$ cat config.mk
export PLATFORM = sky130hd
export DESIGN_NAME = ddp_out_sync_fifo
export DESIGN_NICKNAME = d
export VERILOG_FILES = /design/src/rtl/ddp_out_sync_fifo.sv
export SDC_FILE = /design/constraint.sdc
export NUM_CORES = 1
export LEC_CHECK = 0
export ABC_AREA = 1
export ABC_CLOCK_PERIOD_IN_PS = 3000
export BUFFER_PORTS_ARGS = -buffer_cell sky130_fd_sc_hd__buf_4
export CAP_MARGIN = 10
export CORE_ASPECT_RATIO = 0.6
export CORE_MARGIN = 4
export CORE_UTILIZATION = 48
export DETAILED_ROUTE_END_ITERATION = 6
export GPL_TIMING_DRIVEN = 0
export PLACE_DENSITY = 0.79
export REMOVE_ABC_BUFFERS = 1
export SETUP_SLACK_MARGIN = 0.05
export SLEW_MARGIN = 20
export SYNTH_ARGS = -nofsm -noshare
export SYNTH_HDL_FRONTEND = slang
export SYNTH_SLANG_ARGS = --single-unit
$ cat constraint.sdc
create_clock -name CP -period 3 [get_ports CP]
set_clock_uncertainty 0.1 [all_clocks]
set_input_delay 0.6 -clock CP [delete_from_list [all_inputs] [get_ports CP]]
set_output_delay 0.6 -clock CP [all_outputs]
set_load 0.01 [all_outputs]
$ cat src/rtl/ddp_out_sync_fifo.sv
// Output collector for the JOIN ring: synchronises the self-timed Send/Ack request
// into the CP domain and buffers packets in a show-ahead FIFO for a valid/ready consumer.
module ddp_out_sync_fifo #(
  parameter int PACKET_WIDTH = 38,
  parameter int DEPTH        = 4,
  parameter int SYNC_STAGES  = 2
) (
  input  logic                           CP,
  input  logic                           MR_N,
  input  logic                           Send_in,
  input  logic [PACKET_WIDTH-1:0]        PACKET_IN,
  output logic                           Ack_out,
  output logic [PACKET_WIDTH-1:0]        PACKET_OUT,
  output logic                           VALID_OUT,
  input  logic                           READY_IN,
  output logic [$clog2(DEPTH+1)-1:0]     COUNT
);

  localparam int PW = $clog2(DEPTH);
  localparam int CW = $clog2(DEPTH + 1);
  localparam logic [CW-1:0] DEPTH_C = CW'(DEPTH);

  typedef enum logic {
    IDLE = 1'b0,
    ACK  = 1'b1
  } state_t;

  state_t                   state_q, state_d;
  logic [SYNC_STAGES-1:0]   sync_q, sync_d;
  logic [PW-1:0]            wr_ptr_q, wr_ptr_d;
  logic [PW-1:0]            rd_ptr_q, rd_ptr_d;
  logic [CW-1:0]            count_q, count_d;
  logic [PACKET_WIDTH-1:0]  mem_q [DEPTH];

  logic req_s;
  logic push;
  logic pop;
  logic valid;

  assign req_s = sync_q[SYNC_STAGES-1];
  assign valid = (count_q != '0);
  assign pop   = valid && READY_IN;

  // Full check uses the pre-pop count, so a pop on a full FIFO defers the push by one edge.
  always_comb begin
    state_d  = state_q;
    push     = 1'b0;
    sync_d   = {sync_q[SYNC_STAGES-2:0], Send_in};
    wr_ptr_d = wr_ptr_q;
    rd_ptr_d = rd_ptr_q;
    count_d  = count_q;

    case (state_q)
      IDLE: begin
        if (req_s && (count_q < DEPTH_C)) begin
          push    = 1'b1;
          state_d = ACK;
        end
      end
      ACK: begin
        if (!req_s) begin
          state_d = IDLE;
        end
      end
      default: state_d = IDLE;
    endcase

    if (push) begin
      wr_ptr_d = wr_ptr_q + PW'(1);
    end
    if (pop) begin
      rd_ptr_d = rd_ptr_q + PW'(1);
    end

    case ({push, pop})
      2'b10:   count_d = count_q + CW'(1);
      2'b01:   count_d = count_q - CW'(1);
      default: count_d = count_q;
    endcase
  end

  always_ff @(posedge CP or negedge MR_N) begin
    if (!MR_N) begin
      state_q  <= IDLE;
      sync_q   <= '0;
      wr_ptr_q <= '0;
      rd_ptr_q <= '0;
      count_q  <= '0;
    end else begin
      state_q  <= state_d;
      sync_q   <= sync_d;
      wr_ptr_q <= wr_ptr_d;
      rd_ptr_q <= rd_ptr_d;
      count_q  <= count_d;
    end
  end

  // Packet storage is deliberately left unreset; the head is only meaningful while valid.
  always_ff @(posedge CP) begin
    if (push) begin
      mem_q[wr_ptr_q] <= PACKET_IN;
    end
  end

  assign Ack_out    = (state_q == ACK);
  assign VALID_OUT  = valid;
  assign COUNT      = count_q;
  assign PACKET_OUT = mem_q[rd_ptr_q];

endmodule

======== Word level (Yosys, flattened, before mapping) ========
Memory sizes are Yosys's and may differ from the RTL's.
Index checks and enable logic that the tools add are counted.
storage, ports and cells
  flip-flop bits (word level) ............. 10
  RAM bits ................................ 152
  input bits .............................. 42
  output and inout port bits .............. 43
  word-level logic and storage cells ...... 25
  memories kept ........................... 1
operators by class
  add/subtract/negate cells ............... 4
  order comparisons ....................... 1
  equal/unequal tests ..................... 2
  muxes and demuxes ....................... 7
  bitwise operators ....................... 1
  reduce and logical (&&, ||, !) cells .... 4
memories
  memory  words  width  rd ports  clocked after memory_dff  wr ports  RTL line  text
  mem_q   4      38     1         0                         1         33        logic [PACKET_WIDTH-1:0] mem_q [DEPTH];
operators by type and width
  kind                                                  number
  case mux 3 bit (2 select lines)                       1
  2-to-1 mux 1 bit                                      5
  adder 2 x 1 -> 2 bit (second input constant)          2
  adder 3 x 1 -> 3 bit (second input constant)          1
  < comparator 3 bit (second input constant)            1
  nonzero test 3 bit                                    1
  subtractor 3 x 1 -> 3 bit (second input constant)     1
  equality test 2 x 1 -> 1 bit (second input constant)  1
  equality test 2 bit (second input constant)           1
  logical AND 1 bit                                     2
  case mux 1 bit (2 select lines)                       1
  nonzero test 2 bit                                    1
  NOT 1 bit                                             1

======== Logic depth before layout (Yosys ltp) ========
Gate-level depths: netlist of run 1.
  word-level depth ........................ 6
  depth in mapped cells ................... 12
  gate-level depth less buffers ........... 12

======== Worst setup path after synthesis of run 1 ========
No wires, ideal clock.
  path kind ............................... register -> register
  start point ............................. register count_q[2] (netlist: COUNT[2])
  end point ............................... memory mem_q[0][0], enable pin
  setup time .............................. 433 ps
  arrival time ............................ 2280 ps
  data required time ...................... 2467 ps
  setup slack ............................. 187 ps
  stages on the path, launching flop included .. 4
  buffers on the path ..................... 0
  period minus slack after synthesis ...... 2813 ps
  cells stage by stage .................... dfrtp_1 inv_2 nand3_2 nor2_1
on the way
  word-level cells in the longest chain between the ends .. 6
RTL lines
  element                                 RTL line  text
  start, declared                         32        logic [CW-1:0] count_q, count_d;
  start signal, assigned                  94        count_q <= count_d;
  < comparator 3 bit                      55        if (req_s && (count_q < DEPTH_C)) begin
  logical AND 1 bit                       55
  2-to-1 mux 1 bit                        55
  2-to-1 mux 1 bit                        53        case (state_q)
  2-to-1 mux 1 bit                        100       if (push) begin
  2-to-1 mux 1 bit (implied by the code)  101       mem_q[wr_ptr_q] <= PACKET_IN;
  end, declared                           33
No other way between the ends.

======== Final worst setup path of run 1 ========
  start point ............................. register rd_ptr_q[0]
  end point ............................... output port PACKET_OUT[33]
on the way
  word-level cells in the longest chain between the ends .. 1
RTL lines
  element                   RTL line  text
  start, declared           31        logic [PW-1:0] rd_ptr_q, rd_ptr_d;
  start signal, assigned    93        rd_ptr_q <= rd_ptr_d;
  memory read (4 x 38 bit)  n/a
  end, declared             13        output logic [PACKET_WIDTH-1:0] PACKET_OUT,
No other way between the ends.

==> metrics.csv, run 1 <==
stage;metric;value;unit
synthesis;mux cell area share after synthesis;0;%
final_layout;layout cell share with drive strength beyond 1;32.45;%
die;Die ar.;16330;um2
final_layout;Area Growth Syn to Fin;21.60;%
final_layout;Antenna Cells;0;
min_path;worst hold path type;in -> reg;
synthesis;xor and xnor fraction of the mapped netlist area;0.2554;%
sta;period utilization;90.27;%
critical_path;r2r worst-path depth;4;
die;Initial Util;49.59;%
critical_path;crit-path most repeated cell;nand2_1;
power;VDD IR max;493.0;uV
global_route;busiest grt layer;met2;
routing;number of routed nets with antenna violations;0;
min_path;hold endpoint;sync_q[0]$_DFF_PN0_;
place;PortBufs;84;
routing;WL final;12540;um
die;die width;162.3;um
die;I/O pins;85;
sta;unrepaired setup endpoints after global routing;false;
sta;Max Clk Rate;0.3693;GHz
critical_path;FF-to-FF setup slack;0.86;ns
synthesis;top cell type's share of synthesized area;66.55;%
routing;DRC viols;0;
clocking;CTS clk-pin slew, worst paths;0.06;ns
synthesis;yosys warns;0;
clocking;later-pin clock latency in the skew report;0.40;ns
routing;WL per Instance;15.76;um
synthesis;main combinational cell family by area after synthesis;compound AO/OA/AOI/OAI gates;
final_layout;fin cells;796;
synthesis;Yosys reg bits;162;
global_route;global-route wire length before repair;19580;um
synthesis;Synth Area per Inst;13.56;um2
synthesis;Adder-Cell Fraction of Synth Area;1.204;%
run_status;status;finished clean;
critical_path;critical path class;reg -> out;
sta;Final Max Slew Viols;0;
place;dpl hpwl;8015;um
global_route;GR Overflow Total;0;
clocking;Num CTS Buffers;17;
critical_path;endpoint arrival time on the critical path;2.01;ns
critical_path;Crit-path slowest cell;dfrtp_1;
routing;Initial DRC Count;273;
critical_path;Worst R2R Start;COUNT[2]$_DFFE_PN0P_;
clocking;clk sink count;162;
clocking;root buf cell;clkbuf_16;
synthesis;synth top area cells;edfxtp_1, o211ai_2, nand2_1;
synthesis;post-synthesis sequential area ratio;70.19;%
global_route;largest net degree at the start of global routing;87;
die;Die Ht;100.6;um
routing;Pre-antenna DRT Iters;4;
synthesis;Synth Area in Simple Gates;7.862;%
critical_path;Crit. End Element;output pin;
critical_path;RR Endpoint;mem_q[0][5]$_DFFE_PP_;
power;leak pwr;3.421;nW
routing;Via density;4.829;
place;dpl cells;763;
synthesis;Mapped Cells;506;
global_route;vias in the first global route;3784;
sta;Tightest Pin Transition;0.7555;ns
synthesis;post-synthesis compound-gate area fraction;12.77;%
sta;Fin. Hold Viols;0;
final_layout;nets;639;
min_path;Hold Startpoint;Send_in;
critical_path;Required @ worst endpoint;2.30;ns
synthesis;Netlist cell types;20;
synthesis;cell area after synthesis;6859;um2
flow_run;Max-cap violations;0;
clocking;Max Root-Sink Buffers;2;
global_route;met2 Usage GRT;25.97;%
global_route;GRT met3 Usage;5.803;%
sta;Finish-stage setup viols;0;
critical_path;Critical Path Fanout Max;86;
final_layout;post-route cell area;8341;um2
min_path;hold path cells;1;
sta;worst rel slew slack;49.51;%
critical_path;CP Launch Type;flip-flop;
global_route;initial antenna violation count;0;
power;PwrDens;951.7;nW/um2
routing;vias;3844;
clocking;TritonCTS clock tree;done;
global_route;M1 GR Usage;20.14;%
critical_path;worst path cell trace;clkinv_8 > buf_16 > nand2_1 > o211ai_2 > nand2_1 > buf_4;
place;Cell Area, Placed;7746;um2
synthesis;Synth area leader;edfxtp_1;
critical_path;Worst path max stage delay;0.46;ns
die;Core Area;13830;um2
place;routability cong.;0.6736;
sta;Final min period;2.708;ns
clocking;CTS HTree Levels;4;
die;row count;33;
global_route;All-Layer GR Usage;15.78;%
## cells in the mapped netlist
| cell | count |
|---|---|
| o211ai_1 | 17 |
| o21ai_1 | 1 |
| nand4_1 | 1 |
| o211ai_2 | 59 |
| xor2_1 | 1 |
| buf_6 | 9 |
| xnor2_1 | 1 |
| buf_2 | 15 |
| fa_1 | 1 |
| nor2_1 | 4 |
| nand3_1 | 4 |
| edfxtp_1 | 152 |
| inv_1 | 83 |
| dfrtp_1 | 10 |
| o21ai_0 | 1 |
| clkbuf_1 | 1 |
| ha_1 | 5 |
| nand2_1 | 130 |
| inv_2 | 10 |
| nand3_2 | 1 |
## per-stage QoR
stage / setup WS [ns] / util, % / setup TNS (ns) / hold WS, ns / power [W]
CTS: 0.06011 / 60.23 / 0 / 0.1833 / 0.008042
global placement: -1.186 / 54.58 / -198.99 / 0.2379 / 0.005764
global route: 0.1239 / 60.30 / 0 / 0.1831 / 0.008416
finish: 0.2919 / 60.30 / 0 / 0.2047 / 0.007938
detailed placement: 0.5196 / 56.00 / 0 / 0.2457 / 0.005962
floorplan: -0.09032 / - / -3.432 / 0.2044 / 0.004696
## worst max-delay path by stage
stage,startpoint,end,slack (ns)
6_report,rd_ptr_q[0]$_DFFE_PN0P_,PACKET_OUT[33],0.29
5_1_grt,rd_ptr_q[0]$_DFFE_PN0P_,PACKET_OUT[33],0.12
4_1_cts,rd_ptr_q[0]$_DFFE_PN0P_,PACKET_OUT[20],0.06
3_5_place_dp,rd_ptr_q[0]$_DFFE_PN0P_,PACKET_OUT[20],0.52
3_3_place_gp,rd_ptr_q[1]$_DFFE_PN0P_,PACKET_OUT[30],-1.19
2_1_floorplan,rd_ptr_q[0]$_DFFE_PN0P_,PACKET_OUT[0],-0.09
## placed cells by master (no fill, tap or decap), types with 4 or more instances in the layout
| master | count |
|---|---|
| buf_16 | 5 |
| buf_4 | 84 |
| clkbuf_16 | 17 |
| dfrtp_1 | 9 |
| edfxtp_1 | 152 |
| ha_1 | 5 |
| inv_1 | 83 |
| inv_2 | 8 |
| inv_6 | 6 |
| nand2_1 | 130 |
| nand3_1 | 4 |
| nor2_4 | 4 |
| o211ai_1 | 17 |
| o211ai_2 | 59 |
## flip-flops by register name, summed over array words and instances, names as in the netlist
signal	count
COUNT	3
Ack_out	1
mem_q	152
sync_q	2
rd_ptr_q	2
wr_ptr_q	2
## worst max-delay path: cells and delay by family (launching register included)
family          cells  cell delay [ns]
compound gates      1             0.08
flops               1             0.46
buf+inv             3             0.78
simple gates        2             0.23
## report_power, final
part | switching [W] | total, W | internal, W
combinational | 0.00170 | 0.00287 | 0.00117
clock | 0.000898 | 0.00207 | 0.00117
sequential | 0.000178 | 0.00300 | 0.00282
## kinds of logic (layout without fill, tap and decap cells)
logic type,after synthesis,after routing
flip-flops,162,162
AO/OA/AOI/OAI,78,78
buffers and inverters,118,216
adder cells (fa/ha/maj),6,6
AND/OR/NAND/NOR,140,140
XOR/XNOR,2,2
## routing by layer
layer  part of all wire [%]  vias to the layer above
li1                       -                     1921
met4                   0.34                        0
met1                     43                     1823
met2                     49                       96
met5                      0                        -
met3                    8.2                        4
## timing repair
item,in CTS,in global routing
hold endpoints to repair,10,0
buffers inserted,0,0
hold buffers,1,0
endpoints found under the setup margin,0,21
gates resized for setup,0,4
## cell type report
type | count | area [um2]
sequential | 162 | 4816
multi-input combinational | 226 | 1545
timing repair buffer | 91 | 798.3
inverter | 93 | 366.6
tap | 192 | 240.2
clock inverter | 14 | 145.1
clock buffer | 18 | 429.2
fill | 1044 | 5492
No activity file was read; power rests on OpenSTA's default activity.
==> run 2: changes to the inputs <==
Settings changed: ABC_CLOCK_PERIOD_IN_PS 3000 to 2500, PLACE_DENSITY 0.79 to 0.76.
Clock period 3 ns to 2.5 ns, I/O delays scaled along.
==> metrics.csv, run 2 (same netlist as run 1, synthesis figures left out) <==
stage;metric;value;unit;change
final_layout;layout cell share with drive strength beyond 1;33.33;%;+0.88 points
die;I/O pins;85;;unchanged
routing;DRC viols;0;;unchanged
sta;worst rel slew slack;51.46;%;+2.0 points
clocking;TritonCTS clock tree;done;;
power;part of the power in registers;35.6;%;-2.2 points
routing;vias;3986;;+3.7%
power;PwrDens;1191;nW/um2;+25%
routing;number of routed nets with antenna violations;0;;unchanged
final_layout;fin cells;804;;+1.0%
critical_path;Critical Path Fanout Max;39;;-55%
sta;Fin. Hold Viols;0;;unchanged
clocking;root buf cell;clkbuf_16;;
sta;Final WS setup;0.1507;ns;-0.1411 ns
critical_path;Crit-path slowest cell;dfrtp_4;;
die;Core Area;13830;um2;unchanged
final_layout;register area;4820;um2;about the same
routing;WL final;14160;um;+13%
die;Die Ht;100.6;um;unchanged
final_layout;Biggest register;mem_q;;
die;die width;162.3;um;unchanged
clocking;Num CTS Buffers;17;;unchanged
sta;period utilization;93.97;%;
sta;Final Max Slew Viols;0;;unchanged
critical_path;CP delay by family, top;flip-flops;;
power;Gate power share;38.4;%;+2.2 points
sta;Tightest Pin Transition;0.7263;ns;-0.02920 ns
place;PortBufs;84;;unchanged
flow_run;Max-cap violations;0;;unchanged
routing;Pre-antenna DRT Iters;4;;unchanged
final_layout;area taken by multi-input logic gates;1545;um2;unchanged
die;Initial Util;49.59;%;unchanged
routing;WL per Instance;17.61;um;+12%
final_layout;Largest register FFs;152;;unchanged
place;routability cong.;0.7076;;+5.0%
clocking;CTS clk-pin slew, worst paths;0.06;ns;about the same
critical_path;Crit. End Element;output pin;;
sta;Finish-stage setup viols;0;;unchanged
global_route;global-route wire length before repair;21770;um;+11%
critical_path;Worst Path Buf+Inv;2;;-1
power;VDD IR max;527.6;uV;+7.0%
place;pre-CTS WS;0.1011;ns;-0.4185 ns
critical_path;Worst path max stage delay;0.66;ns;+0.20 ns
global_route;vias in the first global route;4122;;+8.9%
clocking;CTS HTree Levels;4;;unchanged
routing;Initial DRC Count;246;;-9.9%
sta;Max Clk Rate;0.4257;GHz;
sta;Hold WS;0.08756;ns;-0.1171 ns
final_layout;most common cell after layout, fill and taps aside;edfxtp_1;;
final_layout;most frequent cells in the layout;edfxtp_1, nand2_1, buf_4, inv_1, o211ai_2;;
min_path;worst hold path type;in -> reg;;
final_layout;nets;647;;+1.3%
final_layout;Fillers;1005;;-3.7%
final_layout;Area Growth Syn to Fin;24.48;%;
final_layout;Antenna Cells;0;;unchanged
die;row count;33;;unchanged
critical_path;CP Launch Type;flip-flop;;
global_route;largest net degree at the start of global routing;40;;-54%
run_status;status;finished clean;;
critical_path;worst path cell trace;clkinv_16 > o211ai_2 > nand2_1 > buf_4;;
place;dpl hpwl;7696;um;-4.0%
place;dpl cells;763;;unchanged
global_route;initial antenna violation count;0;;unchanged
clocking;Max Root-Sink Buffers;2;;unchanged
global_route;All-Layer GR Usage;17.76;%;+2.0 points
sta;unrepaired setup endpoints after global routing;false;;
power;sw frac;35.13;%;+0.21 points
power;net switching power;0.003571;W;+29%
die;Die ar.;16330;um2;unchanged
sta;Final min period;2.349;ns;
power;Pint;0.006595;W;+28%
final_layout;Util after Layout;61.73;%;+1.4 points
clocking;clk sink count;162;;unchanged
critical_path;critical path class;reg -> out;;
clocking;later-pin clock latency in the skew report;0.41;ns;about the same
power;clock power share;26.0;%;about the same
power;leak pwr;3.516;nW;+2.8%
routing;Via density;4.958;;+2.7%
critical_path;endpoint arrival time on the critical path;1.75;ns;-0.26 ns
global_route;GR Overflow Total;0;;unchanged
critical_path;Required @ worst endpoint;1.90;ns;-0.40 ns
==> run 2: final timing paths <==
| path | start | end | slack [ns] | depth (start not counted) |
|---|---|---|---|---|
| worst min-delay path | Send_in | sync_q[0]$_DFF_PN0_ | 0.09 | 1 |
| min in group asynchronous | MR_N | rd_ptr_q[0]$_DFFE_PN0P_ | 0.38 | 2 |
| worst max register to register | COUNT[2]$_DFFE_PN0P_ | mem_q[2][0]$_DFFE_PP_ | 0.40 | 4 |
| worst max-delay path | rd_ptr_q[1]$_DFFE_PN0P_ | PACKET_OUT[7] | 0.15 | 4 |
| worst min register to register | sync_q[0]$_DFF_PN0_ | sync_q[1]$_DFF_PN0_ | 0.28 | 0 |
| max in group asynchronous | MR_N | rd_ptr_q[1]$_DFFE_PN0P_ | 1.75 | 2 |
==> run 2: area by class of cell <==
type,count,share of cell area (%)
repair inverters,2,0.2345
well taps,192,2.814
inverters,93,4.587
repair buffers,97,10.71
multi-input cells,226,18.10
clock inverters,14,2.081
flip-flops and latches,162,56.45
clock buffers,18,5.026
==> run 2: through the flow <==
stage               setup TNS, ns  area (um2)  power, W
floorplan                  -66.26        6679  0.005636
global placement          -293.46        7550  0.006923
detailed placement              0        7754  0.007184
CTS                             0        8499   0.01019
global route                    0        8538   0.01076
finish                          0        8538   0.01017
==> run 2: what timing repair did <==
action                                 in CTS  in global routing
cloned                                      4                  1
hold buffers                                1                  0
buffers inserted                            1                  2
setup endpoints to repair                  38                 32
pin swaps                                   0                  2
endpoints found under the hold margin      10                  0
gates resized for setup                    11                  4
==> run 2: power groups by stage <==
stage / clock network [W] / registers, W / logic [W]
2_1_floorplan: 0 / 0.00366 / 0.00197
4_1_cts: 0.00270 / 0.00364 / 0.00384
3_5_place_dp: 0 / 0.00367 / 0.00351
3_3_place_gp: 0 / 0.00372 / 0.00320
5_1_grt: 0.00284 / 0.00365 / 0.00427
6_report: 0.00264 / 0.00362 / 0.00391
==> run 2: layer usage <==
metal	global-route usage, %	part of all wire, %	up-vias
met5	0	0	-
met4	4.288	0.17	0
met3	6.293	6.5	2
met2	30.57	51	101
met1	21.75	43	1943
li1	-	-	1940
==> run 3: changes to the inputs <==
Settings changed: ABC_AREA 1 to 0, PLACE_DENSITY 0.76 to 0.77.
==> metrics.csv, run 3 <==
stage;metric;value;unit;change
run_status;status;finished clean;;
clocking;Max Root-Sink Buffers;2;;unchanged
sta;Finish-stage setup viols;0;;unchanged
critical_path;Crit path depth;3;;-1
routing;WL final;10860;um;-23%
synthesis;Mapped Cells;241;;-52%
clocking;CTS clk-pin slew, worst paths;0.07;ns;about the same
final_layout;Largest register FFs;152;;unchanged
sta;period utilization;95.36;%;+1.4 points
critical_path;Worst path max stage delay;0.51;ns;-0.15 ns
critical_path;CP delay by family, top;multiplexers;;
place;routability cong.;0.6737;;-4.8%
clocking;root buf cell;clkbuf_16;;
routing;WL per Instance;20.73;um;+18%
final_layout;nets;394;;-39%
final_layout;layout cell share with drive strength beyond 1;47.08;%;+14 points
global_route;global-route wire length before repair;16730;um;-23%
sta;Final min period;2.384;ns;+0.03468 ns
die;row count;31;;-6.1%
power;leak pwr;2.641;nW;-25%
critical_path;r2r worst-path depth;3;;-1
sta;Final TNS setup;0;ns;unchanged
critical_path;endpoint arrival time on the critical path;1.78;ns;+0.03 ns
die;Die ar.;14480;um2;-11%
clocking;TritonCTS clock tree;done;;
final_layout;Fillers;860;;-14%
sta;worst rel slew slack;59.22;%;+7.8 points
global_route;All-Layer GR Usage;15.52;%;-2.2 points
die;I/O pins;85;;unchanged
power;PwrDens;1138;nW/um2;-4.4%
routing;vias;2712;;-32%
final_layout;Biggest register;mem_q;;
synthesis;Main synth FF type;edfxtp_1;;
final_layout;Area Growth Syn to Fin;25.68;%;
sta;Fin. Hold Viols;0;;unchanged
clocking;clk sink count;162;;unchanged
clocking;CTS HTree Levels;4;;unchanged
final_layout;Antenna Cells;0;;unchanged
critical_path;Critical Path Fanout Max;10;;-74%
min_path;hold path cells;1;;unchanged
critical_path;Crit. End Element;output pin;;
sta;Final Max Slew Viols;0;;unchanged
clocking;Num CTS Buffers;17;;unchanged
synthesis;Netlist cell types;21;;+5.0%
synthesis;synth top area cells;edfxtp_1, mux4_2, dfrtp_1;;
synthesis;Synth Area per Inst;25.03;um2;+85%
synthesis;top-count cell post-synth;edfxtp_1;;
critical_path;critical path class;reg -> out;;
synthesis;yosys warns;0;;unchanged
sta;Tightest Pin Transition;0.6118;ns;-0.1146 ns
power;total power;0.008631;W;-15%
die;Initial Util;49.53;%;-0.061 points
synthesis;ys async rst share;6.173;%;unchanged
routing;DRC viols;0;;unchanged
place;PortBufs;84;;unchanged
synthesis;Synth area leader;edfxtp_1;;
global_route;GR Overflow Total;0;;unchanged
die;die width;152.7;um;-5.9%
synthesis;most frequent cells after synthesis;edfxtp_1, mux4_2, dfrtp_1, inv_1, ha_1;;
final_layout;most frequent cells in the layout;edfxtp_1, buf_4, mux4_2, clkbuf_16, dfrtp_1;;
synthesis;cell area after synthesis;6032;um2;-12%
critical_path;Crit-path slowest cell;mux4_2;;
routing;number of routed nets with antenna violations;0;;unchanged
final_layout;Util after Layout;62.25;%;+0.52 points
routing;Initial DRC Count;182;;-26%
synthesis;Yosys reg bits;162;;unchanged
global_route;largest net degree at the start of global routing;22;;-45%
critical_path;Required @ worst endpoint;1.90;ns;about the same
final_layout;most common cell after layout, fill and taps aside;edfxtp_1;;
place;dpl hpwl;6431;um;-16%
power;VDD IR max;724.5;uV;+37%
critical_path;CP Launch Type;flip-flop;;
sta;Final WS setup;0.1161;ns;-0.03468 ns
place;pre-CTS WS;0.1798;ns;+0.07870 ns
global_route;initial antenna violation count;0;;unchanged
clocking;later-pin clock latency in the skew report;0.41;ns;about the same
synthesis;post-synthesis sequential area ratio;79.82;%;+9.6 points
synthesis;top cell type's share of synthesized area;75.67;%;+9.1 points
critical_path;Worst Path Buf+Inv;2;;unchanged
sta;unrepaired setup endpoints after global routing;false;;
min_path;worst hold path type;in -> reg;;
routing;Pre-antenna DRT Iters;5;;+1
flow_run;Max-cap violations;0;;unchanged
die;Die Ht;94.84;um;-5.7%
sta;Max Clk Rate;0.4195;GHz;-1.5%
global_route;vias in the first global route;3030;;-26%
die;Core Area;12180;um2;-12%
routing;Via density;5.176;;+4.4%
synthesis;Post-synth EDFFs;152;;unchanged
critical_path;worst path cell trace;clkbuf_16 > mux4_2 > buf_4;;
==> run 3: cell count changes after synthesis, moves of 2 or more <==
cell,previous run,this run
nand2_1,130,2
inv_1,83,7
o211ai_2,59,0
mux4_2,0,38
o211ai_1,17,0
buf_2,15,3
inv_2,10,0
buf_6,9,1
and2_1,0,4
buf_12,0,4
nand3_1,4,0
nor2_1,4,1
xnor2_1,1,3
xor2_1,1,3
==> run 3: path summary, 6_finish.rpt <==
kind / from / end / slack (ns)
worst max-delay path: rd_ptr_q[0]$_DFFE_PN0P_ / PACKET_OUT[36] / 0.12
worst min-delay path: Send_in / sync_q[0]$_DFF_PN0_ / 0.09
worst max register to register: COUNT[2]$_DFFE_PN0P_ / mem_q[1][4]$_DFFE_PP_ / 0.25
worst min register to register: sync_q[0]$_DFF_PN0_ / sync_q[1]$_DFF_PN0_ / 0.25
max in group asynchronous: MR_N / rd_ptr_q[1]$_DFFE_PN0P_ / 1.76
min in group asynchronous: MR_N / sync_q[0]$_DFF_PN0_ / 0.36
==> run 3: kinds of logic after synthesis <==
kind of cell	Yosys count	synth area share [%]
DFF	162	79.82
buffers and inverters	16	2.323
and+or+nand+nor	9	0.9126
AOI/OAI and AO/OA	3	0.3526
xor gates and xnor gates	6	0.8713
muxes	39	14.35
adders and majority gates	6	1.369
==> run 3: area by class of cell <==
cell class / instances / area (um2) / share of cell area [%]
flip-flops and latches: 162 / 4822 / 63.61
multi-input cells: 63 / 1082 / 14.28
clock inverters: 14 / 152.6 / 2.014
inverters: 7 / 26.28 / 0.3466
clock buffers: 18 / 429.2 / 5.661
well taps: 165 / 206.4 / 2.723
repair buffers: 95 / 862.1 / 11.37
==> run 3: power breakdown <==
| group | leakage [nW] | switching, W | total [W] | internal, W |
|---|---|---|---|---|
| clock | 0.269 | 0.00105 | 0.00253 | 0.00148 |
| combinational | 0.880 | 0.00116 | 0.00259 | 0.00143 |
| sequential | 1.49 | 0.000186 | 0.00351 | 0.00333 |
| total | 2.64 | 0.00240 | 0.00863 | 0.00623 |
==> run 3: stage by stage <==
stage / instance area (um2) / std cells / hold WS, ns
finish: 7581 / 524 / 0.09242
global route: 7581 / 524 / 0.07554
CTS: 7545 / 522 / 0.07859
detailed placement: 6915 / 487 / 0.2419
global placement: 6755 / 481 / 0.2357
floorplan: 5918 / 232 / 0.1044
==> run 3: metal layers <==
metal	GRT usage [%]	part of all wire, %	up-vias
met5	0	0	-
li1	-	-	1214
met4	3.781	0.54	0
met3	5.861	5.9	7
met1	20.63	46	1411
met2	24.82	48	80
==> run 3: what timing repair did <==
item / in CTS / in global routing
pin swaps: 0 / 0
cloned: 0 / 1
endpoints found under the setup margin: 38 / 17
endpoints found under the hold margin: 10 / 0
hold buffers: 1 / 0
gates resized for setup: 1 / 0
setup buffers: 2 / 1
